==> config.mk <==
export PLATFORM = sky130hd
export DESIGN_NAME = uart_tx_datapath
export DESIGN_NICKNAME = d
export VERILOG_FILES = /design/src/rtl/uart_pkg.sv /design/src/rtl/uart_baud_gen.sv /design/src/rtl/uart_tx_datapath.sv
export SDC_FILE = /design/constraint.sdc
export NUM_CORES = 1
export LEC_CHECK = 0
export CORE_MARGIN = 4
export CORE_UTILIZATION = 45
export CTS_CLUSTER_DIAMETER = 40
export CTS_CLUSTER_SIZE = 28
export DETAILED_ROUTE_END_ITERATION = 6
export PLACE_DENSITY = 0.7
export SLEW_MARGIN = 0
export SYNTH_ARGS = -nofsm -noshare
export SYNTH_HDL_FRONTEND = slang
export SYNTH_SLANG_ARGS = --single-unit
==> constraint.sdc <==
create_clock -name clk -period 2 [get_ports clk]
set_input_delay 0.2 -clock clk [delete_from_list [all_inputs] [get_ports clk]]
set_output_delay 0.2 -clock clk [all_outputs]
set_load 0.01 [all_outputs]
==> src/rtl/uart_pkg.sv <==
// Shared UART definitions: transmit state encoding and default frame constants.
package uart_pkg;

    typedef enum logic [2:0] {
        IDLE,
        START,
        DATA,
        PARITY,
        STOP,
        DONE
    } tx_state_t;

    localparam int UART_BAUD_DIV      = 434;
    localparam int UART_DATA_BITS     = 8;
    localparam int UART_MAX_DATA_BITS = 9;
    // Sized for the widest legal frame so one counter serves every DATA_BITS choice
    localparam int UART_BIT_CNT_W     = $clog2(UART_MAX_DATA_BITS + 1);

endpackage

==> src/rtl/uart_baud_gen.sv <==
// Bit-period timer: counts 0..BAUD_DIV-1, pulses tick on the terminal count.
module uart_baud_gen
    import uart_pkg::*;
#(
    parameter int BAUD_DIV = UART_BAUD_DIV
) (
    input  logic clk,
    input  logic reset,
    input  logic clear,
    output logic tick
);

    localparam int CNT_W = (BAUD_DIV > 2) ? $clog2(BAUD_DIV) : 1;
    localparam logic [CNT_W-1:0] TERM = CNT_W'(BAUD_DIV - 1);

    logic [CNT_W-1:0] cnt;

    assign tick = (cnt == TERM);

    always_ff @(posedge clk or negedge reset) begin
        if (!reset) begin
            cnt <= '0;
        end else if (clear || tick) begin
            cnt <= '0;
        end else begin
            cnt <= cnt + 1'b1;
        end
    end

endmodule

==> src/rtl/uart_tx_datapath.sv <==
// UART transmit datapath: holding/shift registers, baud timing and frame sequencing.
// Build option: define UART_TX_PARITY_EN to insert an even-parity bit before the stop bits.
module uart_tx_datapath
    import uart_pkg::*;
#(
    parameter int BAUD_DIV  = UART_BAUD_DIV,
    parameter int DATA_BITS = UART_DATA_BITS,
    parameter int STOP_BITS = 1
) (
    input  logic                 clk,
    input  logic                 reset,
    input  logic                 load_en,
    input  logic                 tx_enable,
    input  logic                 tx_sel,
    input  logic [DATA_BITS-1:0] tx_data,
    output logic                 tx_out,
    output logic                 data_transmitted,
    output logic                 busy
);

    localparam logic [UART_BIT_CNT_W-1:0] LAST_DATA = UART_BIT_CNT_W'(DATA_BITS - 1);
    localparam logic [UART_BIT_CNT_W-1:0] LAST_STOP = UART_BIT_CNT_W'(STOP_BITS - 1);

    tx_state_t                 state;
    tx_state_t                 next_state;
    logic [DATA_BITS-1:0]      hold_reg;
    logic [DATA_BITS-1:0]      shift_reg;
    logic [UART_BIT_CNT_W-1:0] bit_cnt;
    logic                      tx_enable_q;
    logic                      armed;
    logic                      baud_tick;
    logic                      state_chg;
    logic                      start;
    logic                      abort;
    logic                      serial_bit;
`ifdef UART_TX_PARITY_EN
    logic                      parity_bit;
`endif

    // armed stays low until tx_enable has been seen low after reset, so an
    // enable still held high across reset release cannot look like a new edge.
    assign start     = (state == IDLE) && tx_enable && !tx_enable_q && armed;
    assign busy      = (state == START) || (state == DATA) || (state == PARITY) || (state == STOP);
    assign abort     = busy && !tx_enable;
    assign state_chg = (next_state != state);

    uart_baud_gen #(
        .BAUD_DIV (BAUD_DIV)
    ) u_baud_gen (
        .clk   (clk),
        .reset (reset),
        .clear (state_chg),
        .tick  (baud_tick)
    );

    always_comb begin
        next_state = state;
        case (state)
            IDLE:  if (start) next_state = START;
            START: begin
                if (abort)          next_state = IDLE;
                else if (baud_tick) next_state = DATA;
            end
            DATA: begin
                if (abort) begin
                    next_state = IDLE;
                end else if (baud_tick && (bit_cnt == LAST_DATA)) begin
`ifdef UART_TX_PARITY_EN
                    next_state = PARITY;
`else
                    next_state = STOP;
`endif
                end
            end
`ifdef UART_TX_PARITY_EN
            PARITY: begin
                if (abort)          next_state = IDLE;
                else if (baud_tick) next_state = STOP;
            end
`endif
            STOP: begin
                if (abort)                                 next_state = IDLE;
                else if (baud_tick && (bit_cnt == LAST_STOP)) next_state = DONE;
            end
            DONE:    next_state = IDLE;
            default: next_state = IDLE;
        endcase
    end

    always_comb begin
        serial_bit = 1'b1;
        case (state)
            START:  serial_bit = 1'b0;
            DATA:   serial_bit = shift_reg[0];
`ifdef UART_TX_PARITY_EN
            PARITY: serial_bit = parity_bit;
`endif
            default: serial_bit = 1'b1;
        endcase
    end

    always_ff @(posedge clk or negedge reset) begin
        if (!reset) begin
            state            <= IDLE;
            tx_enable_q      <= 1'b0;
            armed            <= 1'b0;
            bit_cnt          <= '0;
            tx_out           <= 1'b1;
            data_transmitted <= 1'b0;
        end else begin
            state       <= next_state;
            tx_enable_q <= tx_enable;
            armed       <= armed | ~tx_enable;
            // bit_cnt indexes data bits in DATA and stop bits in STOP
            if (state_chg) begin
                bit_cnt <= '0;
            end else if (baud_tick && ((state == DATA) || (state == STOP))) begin
                bit_cnt <= bit_cnt + 1'b1;
            end
            // Registered line; an abort forces idle immediately rather than a cycle late
            tx_out           <= (tx_sel && !abort) ? serial_bit : 1'b1;
            data_transmitted <= (state == DONE);
        end
    end

    always_ff @(posedge clk or negedge reset) begin
        if (!reset) begin
            hold_reg   <= '0;
            shift_reg  <= '0;
`ifdef UART_TX_PARITY_EN
            parity_bit <= 1'b0;
`endif
        end else begin
            if (load_en) begin
                hold_reg <= tx_data;
            end
            if (start) begin
                shift_reg  <= hold_reg;
`ifdef UART_TX_PARITY_EN
                parity_bit <= ^hold_reg;
`endif
            end else if ((state == DATA) && baud_tick) begin
                shift_reg <= shift_reg >> 1;
            end
        end
    end

endmodule

==> flow_results.org, run 1 <==
** Outcome
- The flow ran to the end, and the final reports show no timing, DRC or antenna violations.

** Layout
- Utilization after layout :: 55.92%
- Synthesis-to-layout area growth :: 17.82%
- The register with the most flip-flops in the layout has 9 of them.
- The repair_antennas step left the layout with diodes totalling 0.
- Final net count :: 199
- Ratio of cells with drive above 1 in the final layout :: 15.30%

** Min path
- The worst hold path belongs to the class input pin to async pin.

** Clock network
- CTS root buffer :: sky130_fd_sc_hd__clkbuf_8
- Counting along the longest clock path gives a buffer depth of 2.
- CTS tree :: done
- After clock tree synthesis, the setup repair step added 0 buffers.
- Clock-pin slew was measured on the worst setup and hold paths at 0.07 ns.
- After clock tree synthesis, the flow added hold-fix buffers numbering 0.
- The H-tree was split into 2 levels.
- The number of gates resized after CTS was 0.
- Counting every sink on the clock net gives 36.
- Total CTS buffers :: 5
- Clock insertion delay at the later pin of the skew report :: 0.28 ns

** Timing
- Final setup violating endpoints :: 0
- Final hold violation count :: 0
- Tightest slew margin relative to the limit :: just over 70%
- Clock skew on the completed layout was measured at 0.006882 ns.
- For the finished layout, the period the worst path requires is 1.844 ns.
- Unrepaired setup endpoints after global routing :: false
- The worst path uses 92.19% of the clock period.
- Maximum frequency from static timing analysis :: 542.3 MHz
- Final total negative setup slack :: 0 ns
- Actual transition at the worst max-transition pin :: ~0.44 ns
- The max-slew violation count came to 0.

** Critical path
- The worst setup path is captured at a flip-flop.
- Buf+Inv Stages, Crit Path :: 0
- Traced cell by cell, the critical path runs through nor4b_4, nand4_4, or3_1, a211oi_2.
- Max stage delay cell, worst path :: sky130_fd_sc_hd__nor4b_4
- The largest single stage delay on the critical path is 0.49 ns.
- The worst setup path is of the flip-flop to flip-flop kind.
- For the worst setup path, the data arrival time is 2.04 ns.
- Among cell families on the critical path, the largest total delay comes from simple AND/OR/NAND/NOR gates.
- At the worst endpoint, the required time is between 2 and 2.5 ns.
- In this run the worst path has a maximum fanout of 6.
- STA classifies the critical path startpoint as a flip-flop.

** Floorplan
- Starting density of the core :: 47.46%
- The floorplan step defined a die boundary enclosing 0.005018 mm^2.
- Die height :: 70.84 um
- The floorplan step defined a core boundary enclosing approximately 0.0037 mm^2.
- Die boundary width :: 70.84 um
- 16 I/O pins were placed.
- Row Count :: 22

** Synthesis
- Count of unique library cells instantiated by Yosys :: 38
- FF+latch count, synth :: 36
- Main flop type after synthesis :: sky130_fd_sc_hd__dfrtp_1
- A synthesized cell averages 10.90 um^2.
- Synth top cells by count :: sky130_fd_sc_hd__dfrtp_1 (35), sky130_fd_sc_hd__nor2_1 (14), sky130_fd_sc_hd__a21oi_1 (10), sky130_fd_sc_hd__inv_1 (10)
- Yosys instantiated no cell more often than sky130_fd_sc_hd__dfrtp_1.
- Leading post-synthesis cells by cell area :: sky130_fd_sc_hd__dfrtp_1 (49%), sky130_fd_sc_hd__mux2i_1 (4.5%), sky130_fd_sc_hd__mux2_2 (4.4%)
- Of the synthesized area, sequential elements account for 50.77%.
- Area of the mapped netlist :: 0.001777 mm^2
- The synthesized design contains 0 enable-type register cells.
- Synthesis handed over a netlist of 163 instances.
- Summed over its instances, the top area cell type makes up about half of the synthesized netlist area.
- Number of nets produced by synthesis :: 180
- Share of async-settable or async-resettable flops after synthesis :: 100.0%
- Yosys printed 0 warnings.
- The largest total area in the synthesized netlist belongs to sky130_fd_sc_hd__dfrtp_1.

** Route
- Dividing the detail-routed wire length by the instance count gives ~14 um.
- DRC errors left :: 0
- For this block, the routed nets add up to about 3200 um of wire.
- The first detailed-routing pass ran for 4 iterations.
- Via density per instance :: 5.355
- Total vias in the final route :: 1237
- Once detail routing completed, the nets flagged for antenna violations numbered 0.
- First DRT Iteration DRCs :: 95

** Global route
- Maximum number of pins on one net before global-route repair :: 37
- Antenna violations before repair :: 0
- The number of global-route vias before repair was 1310.
- Sum of overflow across all layers after global routing :: 0
- Total Routing Usage GR :: 14.12%
- First-pass GRT wire length :: 5754 um

** Place
- Input and output buffers added on the ports amount to 15.
- At the end of routability-driven placement, the weighted congestion stood at 0.8139.
- Detailed placer's ending HPWL :: 2359 um

** Pwr
- Leakage Power :: 0.8892 nW
- Power spread over the standard cell area amounts to between 800 and 900 mW/mm^2.
- Across the VDD grid, the largest voltage drop is approximately 0.6 mV.

** Job
- Max-capacitance violation count :: 0
[per-layer routing]
| metal | vias to the layer above | routed length [um] | GRT usage, % |
|---|---|---|---|
| met5 | - | 0 | 0 |
| met3 | 6 | 103 | 3.551 |
| li1 | 612 | - | - |
| met4 | 0 | 46 | 5.428 |
| met2 | 18 | 1569 | 23.69 |
| met1 | 601 | 1437 | 17.50 |
[cells in the final DEF, fill, tap and decap left out, drive strengths merged, types with 2 or more instances in the layout]
cell / instances
xor2: 2
o21ai: 7
mux2i: 8
buf: 6
nor2: 14
a211oi: 2
nor3: 6
a21oi: 10
nand4: 3
or3: 2
clkdlybuf4s50: 15
mux2: 7
nand2b: 3
clkbuf: 6
dfrtp: 35
xnor2: 8
nand2: 5
inv: 10
nand3: 5
ha: 4
nand4b: 2
nor4: 7
[logic make-up (layout without fill, tap and decap cells)]
kind of cell,after synthesis,count (layout),share of synthesized area (%)
adder cells (fa/ha/maj),4,4,2.817
AO/OA/AOI/OAI,23,23,8.381
flip-flops,36,36,50.77
AND/OR/NAND/NOR,56,56,19.44
buffers and inverters,19,39,4.718
multiplexers,15,15,8.944
XOR/XNOR,10,10,4.930
[report_power, final]
group / switching (mW) / internal (mW) / total (mW)
clock: 0.243 / 0.370 / 0.613
combinational: 0.106 / 0.116 / 0.222
sequential: 0.0742 / 0.811 / 0.885
[through the flow]
stage,hold WS [ns],cell area [um^2],setup WS [ns],power (mW),instances
3_3_place_gp,0.4622,1986,0.2021,1.101,223
4_1_cts,0.3499,2093,0.1482,1.739,231
6_report,0.3317,2093,0.1561,1.720,231
2_1_floorplan,-0.09559,1777,0.2131,1.025,163
3_5_place_dp,0.4682,1986,0.1576,1.122,223
5_1_grt,0.3862,2093,0.05527,1.819,231
[worst paths after layout]
path,slack [ns],start,endpoint,cells after the start
setup / recovery,0.16,u_baud_gen.cnt[2]$_DFF_PN0_,bit_cnt[3]$_DFFE_PN0P_,4
hold / removal,0.33,reset,u_baud_gen.cnt[4]$_DFF_PN0_,2
setup reg to reg,0.16,u_baud_gen.cnt[2]$_DFF_PN0_,bit_cnt[3]$_DFFE_PN0P_,4
hold reg to reg,0.49,armed$_DFF_PN0_,armed$_DFF_PN0_,1
max in group asynchronous,1.33,reset,tx_out$_DFF_PN1_,2
min in group clk,0.44,tx_sel,tx_out$_DFF_PN1_,2
[layout make-up]
cell class                 count  area, um^2
fill                         331        1650
timing repair buffer          21       195.2
tap                           48       60.06
clock inverter                 2       35.03
sequential                    36       902.1
multi-input combinational    108       790.8
inverter                      10       37.54
clock buffer                   6       72.57
(Power assumes the default switching activity.)
==> run 2, diff against run 1 <==
--- a/config.mk
+++ b/config.mk
@@ -10,7 +10,8 @@
 export CTS_CLUSTER_DIAMETER = 40
 export CTS_CLUSTER_SIZE = 28
 export DETAILED_ROUTE_END_ITERATION = 6
-export PLACE_DENSITY = 0.7
+export GPL_TIMING_DRIVEN = 0
+export PLACE_DENSITY = 0.67
 export SLEW_MARGIN = 0
 export SYNTH_ARGS = -nofsm -noshare
 export SYNTH_HDL_FRONTEND = slang
==> flow_results.org, run 2 (synthesis results as in run 1) <==
** Critical path
- Data arrival time of the critical path :: 1.62 ns
- Worst setup SP type :: flip-flop
- Max stage delay cell, worst path :: sky130_fd_sc_hd__clkdlybuf4s50_1
- The signal on the critical path passes through buf_2, nor2_1, xnor2_1, clkdlybuf4s50_1.
- Worst stage delay on the critical path :: 0.55 ns
- The cell family contributing the most delay on the critical path is buffers and inverters.
- At the worst endpoint, the required time is about 1.8 ns.
- Worst Setup Path Type :: flip-flop to primary output
- Critical path endpoint category :: primary output
- Buf+Inv Stages, Crit Path :: 2
- Critical path peak fanout :: 9

** Layout
- Final net count :: approximately 200
- Synthesis-to-layout area growth :: 18.66%
- Post-route cell area :: around 0.0021 mm^2
- Counting the fill cells in the layout gives roughly 340.
- 0 antenna diodes ended up in the layout.
- Utilization after layout :: between 50 and 60%
- In the final layout, the multi-input gates occupy around 800 um^2.
- The library cell used most frequently in the layout, excluding fill and tap cells, is sky130_fd_sc_hd__dfrtp_1.
- The sequential cells in the finished layout cover a total of 902.1 um^2.
- Flip-flop count of the largest register, all copies and words added :: 9
- Ratio of cells with drive above 1 in the final layout :: 17.74%
- Commonest non-fill, non-tap cells in the layout :: sky130_fd_sc_hd__dfrtp_1 (35), sky130_fd_sc_hd__nor2_1 (14), sky130_fd_sc_hd__clkdlybuf4s50_1 (13)

** Global route
- Total Routing Usage GR :: 14.94%
- The number of antenna violations at the first check in global routing was 0.
- The number of global-route vias before repair was 1307.
- Maximum number of pins on one net before global-route repair :: 37
- After global routing the overflow that remains totals 0.
- First-pass GRT wire length :: between 5000 and 6000 um

** Clock network
- CTS tree :: done
- CTS built an H-tree with a depth of 2.
- The clock passes through at most 2 buffers.
- Clock slew seen by the registers of the worst setup and hold paths :: 0.07 ns
- Total CTS buffers :: 5
- CTS root buffer :: sky130_fd_sc_hd__clkbuf_8
- Clock sink count :: 36
- Clock insertion delay at the later pin of the skew report :: 0.29 ns
- Post-cts hold buffer count :: 0

** Timing
- Setup violations remaining at the end of the flow were counted as 0.
- Part of the cycle the worst path needs :: 91.10%
- Unrepaired setup endpoints after global routing :: false
- Maximum frequency from static timing analysis :: 548.8 MHz
- Worst clock skew :: between 0.007 and 0.008 ns
- Final hold analysis gives a worst-case slack of -0.01304 ns.
- The number of failing hold endpoints at the final stage came to 28.
- Final Max Tran Viols :: 0
- The routed design could run at a clock period as short as 1.822 ns.
- Tightest slew margin relative to the limit :: 48.06%
- Least setup slack across all paths after layout :: 0.1779 ns
- Actual transition at the worst max-transition pin :: 0.7791 ns

** Route
- Met3 wire len :: approximately 150 um
- The highest layer touched by signal routing is met4.
- After detailed routing, the average wire length per cell comes to 14.04 um.
- Routed Antenna Nets :: 0
- DRT met1 WL :: 1481 um
- The final layout contains routed wiring with a total length of 3285 um.
- Router iterations before antenna repair :: 5
- The detailed router placed 1279 vias in this run.
- In the routed design, unresolved DRC markers number 0.
- Via density per instance :: 5.466
- Wire segments on met2 add up to 1595 um in the final route.
- In this run, the number of DRC markers left after iteration 0 of detailed routing was 118.

** Place
- RD Place Congestion :: ~0.84
- Area of placed instances :: roughly 0.002 mm^2
- IO Port Bufs :: 14
- OpenSTA, run right after detailed placement, puts the worst setup slack at -0.3397 ns.
- The HPWL after detailed placement is 2284 um.

** Floorplan
- Placeable core region :: 0.003744 mm^2
- Die height :: 70.84 um
- The floorplan step defined a die boundary enclosing 0.005018 mm^2.
- Die boundary width :: between 70 and 80 um
- For this configuration, the core starts out at a cell density of 47.46%.
- Number of ports placed on the die boundary :: 16
- After floorplanning, the core was divided into 22 placement rows.

** Pwr
- Power spread over the standard cell area amounts to 815.4 mW/mm^2.
- Across the VDD grid, the largest voltage drop is 0.4916 mV.
- Leakage Power :: 0.9429 nW

** Outcome
- The checks that failed: hold timing.
- The run finished, with violations left.

** Min path
- HP Class :: input pin to async pin

** Job
- Max-capacitance violation count :: 0
run 2: cell types whose count changed in the layout (fill, tap and decap cells not counted), moves of 2 or more:
cell                              change
sky130_fd_sc_hd__clkbuf_1             +2
sky130_fd_sc_hd__buf_4                -2
sky130_fd_sc_hd__buf_2                +5
sky130_fd_sc_hd__clkdlybuf4s50_1      -2
run 2: worst paths after layout:
kind                                        startpoint                           to  slack (ns)  cells after the start
max                                 state[1]$_DFF_PN0_                         busy        0.18                      4
min                                              reset   data_transmitted$_DFF_PN0_       -0.01                      1
max reg2reg                u_baud_gen.cnt[1]$_DFF_PN0_  u_baud_gen.cnt[5]$_DFF_PN0_        0.19                      7
min reg2reg                            armed$_DFF_PN0_              armed$_DFF_PN0_        0.48                      1
max in group asynchronous                        reset     shift_reg[5]$_DFFE_PN0P_        1.51                      1
min in group clk                               load_en      hold_reg[7]$_DFFE_PN0P_        0.37                      3
run 2: metal layers:
| metal | vias up | GRT usage (%) |
|---|---|---|
| met5 | - | 0 |
| met4 | 0 | 5.637 |
| met3 | 6 | 4.830 |
| met2 | 28 | 24.61 |
| met1 | 629 | 18.25 |
| li1 | 616 | - |
run 2: metrics by stage:
step	power (mW)	setup TNS, ns	cells	hold WS, ns
finish	1.719	0	234	-0.01304
CTS	1.738	0	232	0.01678
global placement	1.102	-4.572	225	0.4565
floorplan	1.025	0	163	-0.09559
detailed placement	1.114	-3.775	225	0.3288
global route	1.827	0	234	0.05499
run 2: power by group:
group	internal [mW]	switching, mW
logic	0.112	0.104
registers	0.811	0.0734
clock network	0.370	0.249
total	1.29	0.426
run 2: area by class of cell:
cell class | instances | area share (%)
Buffer | 8 | 2.018
Clock buffer | 6 | 3.442
Clock inverter | 2 | 1.662
Inverter | 10 | 1.780
Multi-Input combinational cell | 108 | 38.34
Sequential cell | 36 | 42.79
Tap cell | 48 | 2.849
Timing Repair Buffer | 16 | 7.122
run 2: worst register-to-register path: cells and delay by family, from the launching register on:
kind | cells | cell delay, ns
buf+inv | 2 | 0.31
compound gates | 1 | 0.36
flops | 1 | 0.41
fa+ha+maj | 1 | 0.13
simple gates | 3 | 0.49
run 2: what timing repair did:
item / 4_1_cts / 5_1_grt
gates resized for setup: 1 / 2
pin swaps: 0 / 1
cloned: 0 / 0
hold endpoints to repair: 0 / 0
endpoints found under the setup margin: 10 / 10
setup buffers: 0 / 2
